===== config.mk =====
export PLATFORM = sky130hd
export DESIGN_NAME = br_multiport
export DESIGN_NICKNAME = d
export VERILOG_FILES = /design/src/rtl/br_multiport.sv
export SDC_FILE = /design/constraint.sdc
export NUM_CORES = 2
export LEC_CHECK = 0
export CAP_MARGIN = 30
export CORE_ASPECT_RATIO = 1.25
export CORE_UTILIZATION = 68
export CTS_BUF_LIST = sky130_fd_sc_hd__clkbuf_4 sky130_fd_sc_hd__clkbuf_8 sky130_fd_sc_hd__clkbuf_16
export CTS_CLUSTER_DIAMETER = 120
export DETAILED_ROUTE_END_ITERATION = 10
export MAX_ROUTING_LAYER = met4
export PLACE_DENSITY = 0.94
export SLEW_MARGIN = 25
export SYNTH_ARGS = -nofsm -noshare
export SYNTH_HDL_FRONTEND = slang
export SYNTH_SLANG_ARGS = --single-unit

===== constraint.sdc =====
create_clock -name clk -period 106 [get_ports clk]
set_input_delay 15.9 -clock clk [delete_from_list [all_inputs] [get_ports clk]]
set_output_delay 15.9 -clock clk [all_outputs]
set_load 0.01 [all_outputs]

===== src/rtl/br_multiport.sv =====
// rtl/br_multiport.sv - multi-read, dual-write register bank with B-wins collision flag
// Optional write-first forwarding to the read ports: define BR_MULTIPORT_BYPASS_EN.
module br_multiport #(
  parameter int WIDTH    = 32,
  parameter int DEPTH    = 32,
  parameter int AW       = 5,
  parameter int NR       = 2,
  parameter int ZERO_REG = 1
) (
  input  logic                clk,
  input  logic                rst,
  input  logic [NR*AW-1:0]    ra,
  output logic [NR*WIDTH-1:0] rd,
  input  logic                we_a,
  input  logic [AW-1:0]       wa_a,
  input  logic [WIDTH-1:0]    wd_a,
  input  logic                we_b,
  input  logic [AW-1:0]       wa_b,
  input  logic [WIDTH-1:0]    wd_b,
  output logic                wr_conflict
);

  localparam logic [AW:0] DEPTH_W = (AW+1)'(DEPTH);

  logic [WIDTH-1:0] regs_q [DEPTH];
  logic             wr_conflict_q;
  logic             wr_conflict_d;
  logic             elig_a;
  logic             elig_b;

  // True for addresses that hold real, writable storage.
  function automatic logic addressable(input logic [AW-1:0] addr);
    return ({1'b0, addr} < DEPTH_W) && !((ZERO_REG != 0) && (addr == '0));
  endfunction

  function automatic logic [WIDTH-1:0] read_word(input logic [AW-1:0] addr);
    logic [WIDTH-1:0] data;
    data = '0;
    if (addressable(addr)) data = regs_q[addr];
`ifdef BR_MULTIPORT_BYPASS_EN
    if (elig_a && (wa_a == addr)) data = wd_a;
    if (elig_b && (wa_b == addr)) data = wd_b;
`endif
    return data;
  endfunction

  // Gating with rst keeps writes (and any forwarding) dead while reset is held.
  assign elig_a        = we_a && !rst && addressable(wa_a);
  assign elig_b        = we_b && !rst && addressable(wa_b);
  assign wr_conflict_d = elig_a && elig_b && (wa_a == wa_b);

  always_ff @(posedge clk or posedge rst) begin
    if (rst) begin
      for (int i = 0; i < DEPTH; i++) regs_q[i] <= '0;
      wr_conflict_q <= 1'b0;
    end else begin
      if (elig_a) regs_q[wa_a] <= wd_a;
      // Port B is applied last so it wins a same-address collision.
      if (elig_b) regs_q[wa_b] <= wd_b;
      wr_conflict_q <= wr_conflict_d;
    end
  end

  always_comb begin
    rd = '0;
    for (int k = 0; k < NR; k++) begin
      rd[k*WIDTH +: WIDTH] = read_word(ra[k*AW +: AW]);
    end
  end

  assign wr_conflict = wr_conflict_q;

endmodule


==> results.txt, run 1 <==
----------------------------------------------------
[Clock network]
  Hold buffer count at CTS ... 0
  Max H-tree Level ... 3
  Number of buffers inserted by post-CTS setup repair ... 0
  CTS sink cnt ... 1025
  Buffer type at the clock tree root ... clkbuf_16
  Post-CTS resize count ... 0
  Longest Clk Path Bufs ... 3
  Number of buffers inserted during clock tree synthesis ... 102

[Die]
  Floorplan die width ... 274.8 microns
  Chip Height ... 343.0 microns
  Row Count ... 124
  IO Pins ... 153
  Initial core utilization ... 0.6888

[Global route]
  Maximum number of pins on one net before global-route repair ... 175
  Overall global routing resource usage ... 0.7376
  Remaining Overflow, GRT ... 194

[Synthesis]
  Yosys cell types ... 51
  Sequential-to-total area share from yosys stat ... 0.4054
  Post-synth net total ... 6005
  Cell types occupying the most area after synthesis ... dfrtp_1 41%, mux4_2 17%, mux2i_1 16%, o21ai_0 5.1%, nand2_1 4.5%
  Flops & latches, synth ... 1025
  Number of synthesized flops with an enable pin ... 0
  Yosys warns ... 0
  Post-synth top area cell ... dfrtp_1
  Cell area after synthesis ... 63270 sq um
  Portion of synthesized cell area occupied by the leading cell type ... 0.4054
  Synth Flop Type ... dfrtp_1
  Post-synthesis area per instance ... 10.69 sq um
  Proportion of register bits with asynchronous set or reset after synthesis ... 1.000
  Syn Inst Count ... 5917

[Outcome]
  Stage at which the run stopped ... global routing
  Status ... did not finish
  Stop err ... [ERROR GRT-0232] Routing congestion too high. Check the congestion heatmap in the GUI.

[Place]
  Sum of net half-perimeters after detailed placement ... 145100 microns
  Port Buffer Count ... 152
  Final GP Congestion ... 1.031

----------------------------------------------------
[kinds of logic after synthesis]
| logic type | count (synthesis) | synth area share |
|---|---|---|
| AO/OA/AOI/OAI | 1378 | 0.1266 |
| XOR/XNOR | 5 | 0.0006922 |
| buffers and inverters | 755 | 0.05346 |
| flip-flops | 1025 | 0.4054 |
| multiplexers | 1512 | 0.3329 |
| AND/OR/NAND/NOR | 1242 | 0.08087 |
[per-layer routing]
layer,global-route usage,overflow
met5,-,-
met2,0.8409,68
met4,0.6722,94
met1,0.7142,11
met3,0.6731,21
[Yosys cell counts, drive strengths merged (2+ instances only)]
cell        n
nand4b      4
nor2      332
nor2b      22
nor3       56
mux4      470
nand2b      6
a21oi     284
nand4bb     5
nand3b     10
nand4       3
xor2        4
a32o        3
o22ai     103
a22oi      20
nor4bb      3
nor3b       4
mux2i    1003
clkbuf    508
inv         3
buf       244
a2111oi    55
or3         2
dfrtp    1025
or2         4
and4b       2
a32oi     115
a211oi     13
o221ai      7
a22o       50
or3b        2
and2        7
a221oi      2
nor4        5
or4b        4
o21ai     707
nand3       5
a31oi      18
and3        3
nand2     761
mux2       39
[metrics by stage]
stage               instance area (sq um)  utilization  instances  setup WS, ps  hold WS, ps
global placement                    64220       0.6992       6633         68220        377.8
CTS                                 68320       0.7439       6859         67900        400.4
floorplan                           63270            -       5917         61120        441.3
detailed placement                  64640       0.7038       6670         67920        383.7
==> inputs of run 2 (changes only) <==
Settings changed: CORE_ASPECT_RATIO 1.25 to default, CORE_UTILIZATION 68 to 40, CTS_BUF_LIST sky130_fd_sc_hd__clkbuf_4 sky130_fd_sc_hd__clkbuf_8 sky130_fd_sc_hd__clkbuf_16 to default, CTS_CLUSTER_DIAMETER 120 to default, MAX_ROUTING_LAYER met4 to default, PLACE_DENSITY 0.94 to default, PLACE_DENSITY_LB_ADDON from default to 0.15.
==> run 2 against run 1 <==
  * Synthesized cell count unchanged
  * Synthesized area did not move
  * The run now ends clean
==> results.txt, run 2 <==
----------------------------------------------------
[Outcome]
  Status ... finished clean

[Hold path]
  Worst min path class ... flop to flop

[Clock network]
  Clock-pin slew on the worst setup and hold paths ... 60 ps
  Longest Clk Path Bufs ... 3 (unchanged)
  Max H-tree Level ... 3 (unchanged)
  Worst skew pair latency ... 760 ps
  Number of buffers inserted during clock tree synthesis ... 121 (+19%)
  Number of buffers inserted by post-CTS setup repair ... 0 (unchanged)
  Post-CTS resize count ... 0 (unchanged)
  Hold buffer count at CTS ... 0 (unchanged)
  Buffer type at the clock tree root ... clkbuf_16
  CTS tree ... built
  CTS sink cnt ... 1025 (unchanged)

[Place]
  Setup WS pre-CTS ... 69430 ps (+1504 ps)
  Sum of net half-perimeters after detailed placement ... 162200 microns (+12%)
  Port Buffer Count ... 152 (unchanged)
  Final GP Congestion ... 0.8819 (-14%)
  Placed Instances ... 7584 (+14%)
  Placed cell area ... 66430 sq um (+2.8%)

[Power]
  Share of total power consumed by net switching ... 0.3074
  Final Power ... 1.281 mW
  Power Dens Cells ... 18.11 nW/um^2
  Clock share of power ... 0.340
  Share of power burned in registers ... 0.432
  Sw power ... 0.3937 mW
  Logic gate share of total power ... 0.228
  Internal cell power ... 0.8872 mW
  Worst vdd ir ... 14.14 uV
  Leakage Power ... 29.52 nW

[STA]
  Measured slew at the worst slew-check pin ... 1097 ps
  Post-layout minimum cycle time ... 36500 ps
  Worst slew margin relative to its limit ... 0.2690
  Achievable frequency ... 27.40 MHz
  Crit path setup slack, layout ... 69500 ps
  Total negative slack ... 0 ps
  Final Hold Viols ... 0
  Count of endpoints failing setup in the final report ... 0
  Final setup skew ... 0 ps
  Final Cycle Share ... 0.3444
  Number of slew-limit violations in the final report ... 0
  Final hold slack ... 394.9 ps
  Unrepaired setup endpoints after global routing ... false

[Routing]
  DRC viols ... 0
  Initial drt markers ... 7017
  Pre-antenna DRT Iters ... 6
  Vias after detailed routing ... 51314
  Wire length after detailed routing ... 273400 microns
  Count of nets left with antenna violations after detail routing ... 0
  Routed length per placed instance ... 34.95 microns
  Vias per cell ... 6.558

[Global route]
  Remaining Overflow, GRT ... 0
  Vias in the first global route ... 49385
  Antenna violations before repair ... 23
  Maximum number of pins on one net before global-route repair ... 146
  Global-route wire length before repair ... 388100 microns
  Overall global routing resource usage ... 0.3413

[Die]
  Chip Height ... 399.7 microns (+17%)
  IO Pins ... 153 (unchanged)
  Core ar. ... 156600 sq um
  Initial core utilization ... 0.4041 (-0.2847)
  Full die area ... 159800 sq um
  Row Count ... 145 (+17%)
  Floorplan die width ... 399.7 microns (+45%)

[Synthesis]
  Number of synthesized flops with an enable pin ... 0 (unchanged)
  Yosys cell types ... 51 (unchanged)
  Syn Inst Count ... 5917 (unchanged)
  Synth Flop Type ... dfrtp_1
  Post-synthesis area per instance ... 10.69 sq um (unchanged)
  Yosys warns ... 0 (unchanged)
  Post-synth top area cell ... dfrtp_1
  Flops & latches, synth ... 1025 (unchanged)
  Proportion of register bits with asynchronous set or reset after synthesis ... 1.000 (unchanged)
  Sequential-to-total area share from yosys stat ... 0.4054 (unchanged)
  Cell area after synthesis ... 63270 sq um (unchanged)
  Top cells by count, synth ... 1025 x dfrtp_1, 1003 x mux2i_1, 761 x nand2_1
  Cell with the most instances after synthesis ... dfrtp_1
  Portion of synthesized cell area occupied by the leading cell type ... 0.4054 (unchanged)
  Cell types occupying the most area after synthesis ... dfrtp_1 41%, mux4_2 17%, mux2i_1 16%, o21ai_0 5.1%, nand2_1 4.5%
  Post-synth net total ... 6005 (unchanged)

[Run]
  Total of max-cap violations ... 0

[Setup path]
  Critical path data required time ... 90100 ps
  Worst path arrival time ... 20600 ps
  Crit Path Category ... primary input to output pin
  Critical path peak fanout ... 48
  Startpoint types ... primary input
  Category of the worst setup path capture point ... output pin

[Final layout]
  Top register by number of flip-flops ... regs_q
  Area growth from synthesis to final layout ... 11.82%
  Area of all placed cells without fillers ... 70750 sq um
  Fraction of final layout cells with drive strength greater than 1 ... 0.1773
  Most common cell after layout, fill and taps aside ... dfrtp_1
  Final design utilization ... 0.4518
  Total number of nets in the final design ... 5748
  Number of flip-flops in the largest register ... 1024
  Fillers ... 14306
  Commonest non-fill, non-tap cells in the layout ... 1025 x dfrtp_1, 1003 x mux2i_1, 747 x nand2_1
  Final Non-Filler Cells ... 7825

----------------------------------------------------
## run 2: cell counts after synthesis
Identical to the previous run, type by type.
## run 2: area by class of cell
cell class,count,area (sq um),area share
Clock inverter,27,367.9,0.005200
Clock buffer,189,3676,0.05196
Inverter,3,18.77,0.0002653
Multi-Input combinational cell,4137,34780,0.4916
Sequential cell,1025,25650,0.3626
Timing Repair Buffer,372,3645,0.05152
Tap cell,2058,2575,0.03640
Antenna cell,14,35.03,0.0004952
## run 2: metal layers
layer  track usage  wire, microns  vias up
met3       0.08370          28230      676
met1        0.4695         111300    26204
met5             0             80        -
li1              -              -    21363
met4        0.1664          14780       12
met2        0.5024         119100     3059
## run 2: logic make-up after synthesis
| logic type | share of synthesized area |
|---|---|
| mux | 0.3329 |
| compound gates | 0.1266 |
| simple gates | 0.08087 |
| flops | 0.4054 |
| buf+inv | 0.05346 |
| xor+xnor | 0.0006922 |
## run 2: power groups by stage
stage                     clock, mW  combinational (mW)  sequential, mW
after floorplan                   0               0.217           0.530
after global placement            0               0.281           0.553
after detailed placement          0               0.290           0.554
after CTS                     0.439               0.289           0.549
after global routing          0.454               0.316           0.562
final                         0.435               0.292           0.553
## run 2: worst paths after layout
kind | startpoint | end | slack (ps) | cells after the start
max reg2reg | regs_q[728] | regs_q[728] | 105120 | 2
max in group asynchronous | rst | regs_q[378] | 86560 | 7
min in group asynchronous | rst | regs_q[610] | 15780 | 3
max | ra[1] | rd[11] | 69500 | 9
min reg2reg | regs_q[1018] | regs_q[1018] | 390 | 0
min | regs_q[1018] | regs_q[1018] | 390 | 0
## run 2: critical path, cell delays in order
cell and delay, ps:
buf_8 360, buf_16 340, buf_4 780, buf_4 850
mux4_2 370, mux4_2 230, o22ai_1 80, nor3_1 750
clkdlybuf4s50_1 700
Note: power is estimated with default switching activity, not from simulation.
